--- config.mk ---
export PLATFORM = sky130hd
export DESIGN_NAME = alu_muldiv_iter_flat
export DESIGN_NICKNAME = d
export VERILOG_FILES = /design/src/rtl/alu_muldiv_iter_if.sv /design/src/rtl/alu_muldiv_iter.sv /design/src/flat_wrapper.sv
export SDC_FILE = /design/constraint.sdc
export NUM_CORES = 1
export LEC_CHECK = 0
export CORE_MARGIN = 5
export CORE_UTILIZATION = 62
export CTS_BUF_LIST = sky130_fd_sc_hd__clkbuf_16
export DETAILED_ROUTE_END_ITERATION = 10
export PLACE_DENSITY = 0.92
export SETUP_SLACK_MARGIN = 0.05
export SYNTH_ARGS = -nofsm -noshare
export SYNTH_HDL_FRONTEND = slang
export SYNTH_SLANG_ARGS = --single-unit
--- constraint.sdc ---
create_clock -name clk -period 7.67 [get_ports clk]
set_input_delay 1.1505 -clock clk [delete_from_list [all_inputs] [get_ports clk]]
set_output_delay 1.1505 -clock clk [all_outputs]
set_load 0.01 [all_outputs]
--- src/rtl/alu_muldiv_iter_if.sv ---
// Handshake bundle between the EX stage and the iterative multiply/divide unit.
// The master drives operands and flow control; the unit is the slave.
interface alu_muldiv_iter_if #(
   parameter int XLEN = 32
);
   logic            flush;
   logic            in_valid;
   logic            in_ready;
   logic [2:0]      op;
   logic [XLEN-1:0] src1;
   logic [XLEN-1:0] src2;
   logic            out_valid;
   logic            out_ready;
   logic [XLEN-1:0] result;
   logic            zero;

   modport master (
      output flush, in_valid, op, src1, src2, out_ready,
      input  in_ready, out_valid, result, zero
   );

   modport slave (
      input  flush, in_valid, op, src1, src2, out_ready,
      output in_ready, out_valid, result, zero
   );
endinterface

--- src/rtl/alu_muldiv_iter.sv ---
// Iterative RISC-V M-extension unit: radix-2 shift-add multiply and restoring
// divide sharing one 2*XLEN accumulator, one bit per cycle.
module alu_muldiv_iter #(
   parameter int XLEN  = 32,
   parameter int CNT_W = $clog2(XLEN) + 1
) (
   input logic              clk,
   input logic              rst,
   alu_muldiv_iter_if.slave bus
);

   typedef enum logic [1:0] {IDLE, CALC, DONE} state_t;

   state_t              state_q, state_d;
   logic [CNT_W-1:0]    cnt_q, cnt_d;
   logic [2*XLEN-1:0]   acc_q, acc_d;
   logic [XLEN-1:0]     opb_q, opb_d;
   logic [2:0]          op_q, op_d;
   logic                neg_q, neg_d;
   logic [XLEN-1:0]     result_q, result_d;
   logic                zero_q, zero_d;
   logic                in_ready_q, in_ready_d;
   logic                out_valid_q, out_valid_d;

   logic                signed1, signed2, s1_neg, s2_neg;
   logic                div_zero, div_ovf, neg_in;
   logic [XLEN-1:0]     a_abs, b_abs;
   logic [XLEN:0]       mul_sum, rem_shift, rem_sub;
   logic                q_bit;
   logic [2*XLEN-1:0]   mul_next, div_next, step_next, prod_fix;
   logic [XLEN-1:0]     div_sel, div_fix, final_res;

   assign signed1  = (bus.op == 3'd1) || (bus.op == 3'd2) || (bus.op == 3'd4) || (bus.op == 3'd6);
   assign signed2  = (bus.op == 3'd1) || (bus.op == 3'd4) || (bus.op == 3'd6);
   assign s1_neg   = signed1 && bus.src1[XLEN-1];
   assign s2_neg   = signed2 && bus.src2[XLEN-1];
   assign a_abs    = s1_neg ? -bus.src1 : bus.src1;
   assign b_abs    = s2_neg ? -bus.src2 : bus.src2;
   assign div_zero = bus.op[2] && (bus.src2 == '0);
   assign div_ovf  = ((bus.op == 3'd4) || (bus.op == 3'd6)) &&
                     (bus.src1 == {1'b1, {(XLEN-1){1'b0}}}) && (bus.src2 == '1);

   // REM takes the dividend's sign; every other signed op takes the product/quotient sign.
   always_comb begin
      neg_in = 1'b0;
      case (bus.op)
         3'd1, 3'd2, 3'd4: neg_in = s1_neg ^ s2_neg;
         3'd6:             neg_in = s1_neg;
         default:          neg_in = 1'b0;
      endcase
   end

   assign mul_sum   = {1'b0, acc_q[2*XLEN-1:XLEN]} + (acc_q[0] ? {1'b0, opb_q} : '0);
   assign mul_next  = {mul_sum, acc_q[XLEN-1:1]};
   assign rem_shift = acc_q[2*XLEN-1:XLEN-1];
   assign rem_sub   = rem_shift - {1'b0, opb_q};
   assign q_bit     = ~rem_sub[XLEN];
   assign div_next  = {(q_bit ? rem_sub[XLEN-1:0] : rem_shift[XLEN-1:0]), acc_q[XLEN-2:0], q_bit};
   assign step_next = op_q[2] ? div_next : mul_next;
   assign prod_fix  = neg_q ? -step_next : step_next;
   assign div_sel   = op_q[1] ? step_next[2*XLEN-1:XLEN] : step_next[XLEN-1:0];
   assign div_fix   = neg_q ? -div_sel : div_sel;

   always_comb begin
      final_res = div_fix;
      case (op_q)
         3'd0:             final_res = step_next[XLEN-1:0];
         3'd1, 3'd2, 3'd3: final_res = prod_fix[2*XLEN-1:XLEN];
         default:          final_res = div_fix;
      endcase
   end

   // The last iteration also applies sign correction, so DONE follows XLEN CALC cycles.
   always_comb begin
      state_d     = state_q;
      cnt_d       = cnt_q;
      acc_d       = acc_q;
      opb_d       = opb_q;
      op_d        = op_q;
      neg_d       = neg_q;
      result_d    = result_q;
      in_ready_d  = in_ready_q;
      out_valid_d = out_valid_q;
      case (state_q)
         IDLE: begin
            if (bus.in_valid && !bus.flush) begin
               op_d       = bus.op;
               neg_d      = neg_in;
               acc_d      = {{XLEN{1'b0}}, a_abs};
               opb_d      = b_abs;
               in_ready_d = 1'b0;
               if (div_zero) begin
                  result_d    = bus.op[1] ? bus.src1 : '1;
                  state_d     = DONE;
                  out_valid_d = 1'b1;
               end else if (div_ovf) begin
                  result_d    = bus.op[1] ? '0 : bus.src1;
                  state_d     = DONE;
                  out_valid_d = 1'b1;
               end else begin
                  cnt_d   = CNT_W'(XLEN);
                  state_d = CALC;
               end
            end
         end
         CALC: begin
            acc_d = step_next;
            cnt_d = cnt_q - CNT_W'(1);
            if (cnt_q == CNT_W'(1)) begin
               result_d    = final_res;
               state_d     = DONE;
               out_valid_d = 1'b1;
            end
         end
         DONE: begin
            if (bus.out_ready) begin
               state_d     = IDLE;
               out_valid_d = 1'b0;
               in_ready_d  = 1'b1;
            end
         end
         default: begin
            state_d     = IDLE;
            out_valid_d = 1'b0;
            in_ready_d  = 1'b1;
         end
      endcase
      if (bus.flush) begin
         state_d     = IDLE;
         cnt_d       = '0;
         out_valid_d = 1'b0;
         in_ready_d  = 1'b1;
      end
      zero_d = (result_d == '0);
   end

   always_ff @(posedge clk or posedge rst) begin
      if (rst) begin
         state_q     <= IDLE;
         cnt_q       <= '0;
         acc_q       <= '0;
         opb_q       <= '0;
         op_q        <= '0;
         neg_q       <= 1'b0;
         result_q    <= '0;
         zero_q      <= 1'b1;
         in_ready_q  <= 1'b1;
         out_valid_q <= 1'b0;
      end else begin
         state_q     <= state_d;
         cnt_q       <= cnt_d;
         acc_q       <= acc_d;
         opb_q       <= opb_d;
         op_q        <= op_d;
         neg_q       <= neg_d;
         result_q    <= result_d;
         zero_q      <= zero_d;
         in_ready_q  <= in_ready_d;
         out_valid_q <= out_valid_d;
      end
   end

   assign bus.in_ready  = in_ready_q;
   assign bus.out_valid = out_valid_q;
   assign bus.result    = result_q;
   assign bus.zero      = zero_q;

endmodule

--- src/flat_wrapper.sv ---
// flat-port wrapper written by rule: the top's interface ports become plain ports
module alu_muldiv_iter_flat 
#(
   parameter int XLEN  = 32,
   parameter int CNT_W = $clog2(XLEN) + 1
)
  (clk, rst, bus_flush, bus_in_valid, bus_op, bus_src1, bus_src2, bus_out_ready, bus_in_ready, bus_out_valid, bus_result, bus_zero);
  alu_muldiv_iter_if #(.XLEN(XLEN)) bus_i ();
  input logic clk;
  input logic rst;
  input wire logic [$bits(bus_i.flush)-1:0] bus_flush;
  input wire logic [$bits(bus_i.in_valid)-1:0] bus_in_valid;
  input wire logic [$bits(bus_i.op)-1:0] bus_op;
  input wire logic [$bits(bus_i.src1)-1:0] bus_src1;
  input wire logic [$bits(bus_i.src2)-1:0] bus_src2;
  input wire logic [$bits(bus_i.out_ready)-1:0] bus_out_ready;
  output wire logic [$bits(bus_i.in_ready)-1:0] bus_in_ready;
  output wire logic [$bits(bus_i.out_valid)-1:0] bus_out_valid;
  output wire logic [$bits(bus_i.result)-1:0] bus_result;
  output wire logic [$bits(bus_i.zero)-1:0] bus_zero;
  assign bus_i.flush = bus_flush;
  assign bus_i.in_valid = bus_in_valid;
  assign bus_i.op = bus_op;
  assign bus_i.src1 = bus_src1;
  assign bus_i.src2 = bus_src2;
  assign bus_i.out_ready = bus_out_ready;
  assign bus_in_ready = bus_i.in_ready;
  assign bus_out_valid = bus_i.out_valid;
  assign bus_result = bus_i.result;
  assign bus_zero = bus_i.zero;
  alu_muldiv_iter #(.XLEN(XLEN), .CNT_W(CNT_W)) u_core (.clk(clk), .rst(rst), .bus(bus_i));
endmodule
==> impl_metrics.xml <==
<?xml version="1.0" encoding="UTF-8"?>
<metrics>
  <group name="power_and_ir_drop">
    <metric name="power.density_cell_area" unit="nW/um2">456</metric>
    <metric name="vdd_drop_max" unit="mV">0.330</metric>
    <metric name="power.static_leakage" unit="uW">0.00753</metric>
  </group>
  <group name="synthesis">
    <metric name="synth.net_count" unit="">2499</metric>
    <metric name="synth_enable_flop_cells" unit="">0</metric>
    <metric name="synth_seq_area_share" unit="">0.209</metric>
    <metric name="synth_async_sr_flop_share" unit="">1.00</metric>
    <metric name="synthesis.area" unit="um2">17100</metric>
    <metric name="yosys_warnings" unit="">0</metric>
    <metric name="synth.ff_latch_count" unit="">143</metric>
    <metric name="synthesis.instances" unit="">2355</metric>
    <metric name="synth_cell_type_count" unit="">107</metric>
    <metric name="post_synth.cell_area_avg" unit="um2">7.27</metric>
    <metric name="synth_flop_cell" unit="">dfrtp_1</metric>
  </group>
  <group name="placed_design">
    <metric name="post_detailed_placement_half_perimeter_wirelength" unit="mm">55.2</metric>
    <metric name="port_buffers" unit="">106</metric>
    <metric name="placed_cell_area" unit="um2">18400</metric>
    <metric name="gp_routability_congestion" unit="">1.08</metric>
  </group>
  <group name="global_route">
    <metric name="grt_pass1_wl" unit="mm">109</metric>
    <metric name="number_of_global_route_vias_before_repair" unit="">19000</metric>
    <metric name="grt_overflow_total" unit="">0</metric>
    <metric name="antenna_found_initial" unit="">1</metric>
    <metric name="largest_net_degree_at_the_start_of_global_routing" unit="">90</metric>
    <metric name="gr-usage-all-layers" unit="">0.448</metric>
  </group>
  <group name="timing">
    <metric name="grt_setup_unrepaired" unit="">no</metric>
    <metric name="timing.max_slew.rel_slack" unit="">0.305</metric>
    <metric name="timing_hold_violations_final" unit="">0</metric>
    <metric name="clock.fmax" unit="GHz">0.143</metric>
    <metric name="fin_tns_setup" unit="ns">0</metric>
    <metric name="finClkSkew" unit="ns">0.0103</metric>
    <metric name="period_minus_slack" unit="ns">6.98</metric>
    <metric name="slew_violations" unit="">0</metric>
    <metric name="final_min_period_over_clock_period" unit="">0.911</metric>
    <metric name="worst_pin_slew" unit="ns">1.04</metric>
    <metric name="finalSetupViolations" unit="">0</metric>
  </group>
  <group name="clock_network">
    <metric name="cts_made_buffers" unit="">17</metric>
    <metric name="root_buffer" unit="">clkbuf_16</metric>
    <metric name="clockBufferDepth" unit="">2</metric>
    <metric name="tritoncts_clock_tree" unit="">done</metric>
    <metric name="clk_latency" unit="ns">0.45</metric>
    <metric name="htree_num_levels" unit="">4</metric>
    <metric name="postCtsResizedCells" unit="">0</metric>
    <metric name="clk_pin_slew_worst_paths" unit="ns">0.07</metric>
    <metric name="clkSinkCount" unit="">143</metric>
    <metric name="cts_hold_buffers" unit="">0</metric>
    <metric name="post_cts.repair.setup_buffers" unit="">0</metric>
  </group>
  <group name="setup_path">
    <metric name="path_class" unit="">reg2reg</metric>
    <metric name="crit_path_max_incr_delay" unit="ns">0.61</metric>
    <metric name="crit_cells" unit="">21</metric>
    <metric name="cp_max_fo" unit="">31</metric>
    <metric name="timing.critical_path.from_type" unit="">flop</metric>
    <metric name="worst_ep_required_time" unit="ns">8.00</metric>
    <metric name="startpoint" unit="">u_core.acc_q[31]</metric>
    <metric name="cp-end-kind" unit="">flop</metric>
    <metric name="reg2reg_to" unit="">u_core.bus.zero</metric>
    <metric name="timing.critical_path.cells" unit="">inv_1, ha_1, fa_1, nand2b_1, a211oi_2, o21a_4, o211ai_4, nand3_2, nand2_1, a311o_1, inv_1, ha_1, inv_1, a2111oi_2, and4bb_2, or3_1, a31oi_1, nor4b_1, or4b_1, or4_1, nor4_2</metric>
    <metric name="critPathSlowestCell" unit="">or4_1</metric>
    <metric name="timing.critical_path.mode_cell" unit="">inv_1</metric>
    <metric name="setup_crit_end" unit="">u_core.bus.zero</metric>
    <metric name="cp_data_arrival_time" unit="ns">7.31</metric>
    <metric name="critical_path_buf_inv_count" unit="">3</metric>
    <metric name="r2r.worst_path.cells" unit="">21</metric>
    <metric name="reg_to_reg_slack_setup" unit="ns">0.69</metric>
    <metric name="critPathTopFamily" unit="">simple AND/OR/NAND/NOR gates</metric>
    <metric name="worstReg2RegStart" unit="">u_core.acc_q[31]</metric>
  </group>
  <group name="outcome">
    <metric name="run_status" unit="">finished, final reports clean</metric>
  </group>
  <group name="floorplan">
    <metric name="die_area" unit="um2">31000</metric>
    <metric name="design.core.area" unit="um2">27100</metric>
    <metric name="ports" unit="">107</metric>
    <metric name="effective_utilization_at_floorplan" unit="">0.632</metric>
    <metric name="die_width" unit="um">176</metric>
    <metric name="die_height" unit="um">176</metric>
    <metric name="num_rows" unit="">60</metric>
  </group>
  <group name="route">
    <metric name="drt-wirelength-per-cell" unit="um">26.2</metric>
    <metric name="drt-vias-per-instance" unit="">7.39</metric>
    <metric name="detailedRoute.firstIterationViolations" unit="">3490</metric>
    <metric name="detailroute.via_count" unit="">20400</metric>
    <metric name="drc_errors" unit="">0</metric>
    <metric name="wl" unit="mm">72.3</metric>
    <metric name="final_antenna_net_count" unit="">0</metric>
    <metric name="detail_route.first_pass.iterations" unit="">8</metric>
  </group>
  <group name="hold_path">
    <metric name="hold_path_class" unit="">reg2reg</metric>
  </group>
  <group name="run">
    <metric name="timing.max_cap.violations" unit="">0</metric>
  </group>
  <group name="cells_and_area">
    <metric name="finish.net_count" unit="">2521</metric>
    <metric name="syn2layout_area_growth" unit="%">11.0</metric>
    <metric name="layout.core_utilization" unit="">0.701</metric>
    <metric name="final_design_area_no_fill" unit="um2">19000</metric>
    <metric name="final_common_cell" unit="">nand2_1</metric>
    <metric name="layout.filler_cells" unit="">2252</metric>
    <metric name="most-common-layout-cells" unit="">nand2_1, nor2_1, o21ai_0</metric>
    <metric name="drive_gt1_frac" unit="">0.0669</metric>
  </group>
</metrics>
[stage by stage]
stage / cells / hold WS [ns] / setup slack [ns] / power, uW
after CTS: 2762 / 0.509 / 0.982 / 8310
after global placement: 2729 / 0.482 / 0.396 / 7270
after global routing: 2762 / 0.533 / 0.529 / 9010
after floorplan: 2355 / 0.463 / 2.10 / 5540
final: 2763 / 0.511 / 0.686 / 8660
after detailed placement: 2730 / 0.493 / 0.837 / 7360
[worst min-delay path, cell delays in order, from the launching register on]
cell,delay [ns]
dfrtp_1,0.37
nand2_1,0.05
o21ai_0,0.06
[synth_stat cells (11+ instances only)]
master | number | area [um2]
a211oi_1 | 25 | 188
and2_1 | 45 | 282
or2_2 | 14 | 87.6
o21ai_1 | 11 | 55.1
nor2b_1 | 18 | 113
nand2_1 | 262 | 983
xnor2_1 | 78 | 683
nor3_1 | 70 | 350
buf_1 | 12 | 45.0
a21boi_0 | 14 | 105
a22oi_1 | 15 | 113
a31oi_1 | 35 | 219
ha_1 | 70 | 876
nor4_1 | 29 | 181
o41ai_1 | 13 | 114
mux2i_1 | 47 | 470
mux2_2 | 13 | 146
or4_1 | 14 | 105
clkbuf_1 | 106 | 398
buf_2 | 15 | 75.1
nand2b_1 | 27 | 169
a21oi_1 | 192 | 961
nor2_1 | 213 | 800
xor2_1 | 59 | 517
nand4_1 | 50 | 313
o31ai_1 | 38 | 285
o21a_1 | 18 | 135
o211ai_1 | 37 | 278
o221ai_1 | 39 | 342
o21ai_0 | 206 | 1030
dfrtp_1 | 141 | 3530
nand3_1 | 86 | 430
and3_1 | 18 | 113
a21o_1 | 23 | 173
or3_1 | 29 | 181
inv_1 | 80 | 300
[final cells by class]
type,instances,area (um2),share of cell area
multi-input combinational,1988,12700,0.666
sequential,143,3590,0.189
timing repair buffer,146,1360,0.0717
tap,372,465,0.0245
clock buffer,17,425,0.0224
inverter,81,309,0.0163
clock inverter,15,194,0.0102
antenna,1,2.50,0.000132
[registers in the layout, summed over array words and instances, names as in the netlist]
register / cells
u_core.op_q: 3
u_core.acc_q: 64
u_core.state_q: 2
u_core.bus.result: 32
u_core.bus.zero: 1
u_core.opb_q: 32
u_core.bus.out_valid: 1
u_core.cnt_q: 6
u_core.neg_q: 1
u_core.bus.in_ready: 1
[worst min-delay path by stage]
stage | start | end | slack [ns] | depth (start not counted)
floorplan | u_core.opb_q[10] | u_core.opb_q[10] | 0.46 | 2
global placement | u_core.opb_q[19] | u_core.opb_q[19] | 0.48 | 2
detailed placement | u_core.opb_q[21] | u_core.opb_q[21] | 0.49 | 2
CTS | u_core.opb_q[21] | u_core.opb_q[21] | 0.51 | 2
global route | u_core.opb_q[21] | u_core.opb_q[21] | 0.53 | 2
finish | u_core.opb_q[27] | u_core.opb_q[27] | 0.51 | 2
[kinds of logic after synthesis]
group           share of synthesized area
fa+ha+maj                          0.0535
compound gates                      0.313
mux                                0.0387
xor+xnor                           0.0701
buf+inv                            0.0537
flops                               0.209
simple gates                        0.262
[routing by layer]
layer / routed length [um] / GRT usage / vias up / share of wire
li1: - / - / 8853 / -
met1: 26400 / 0.575 / 9461 / 0.37
met2: 29900 / 0.667 / 1689 / 0.41
met3: 10900 / 0.154 / 415 / 0.15
met4: 4920 / 0.234 / 6 / 0.068
met5: 112 / 0.0144 / - / 0.0015
[report_power, final]
group          switching, uW  internal [uW]  total, uW
sequential               590           1010       1590
combinational           4050           2080       6140
clock                    379            544        923
total                   5020           3630       8660
(Power assumes the default switching activity.)
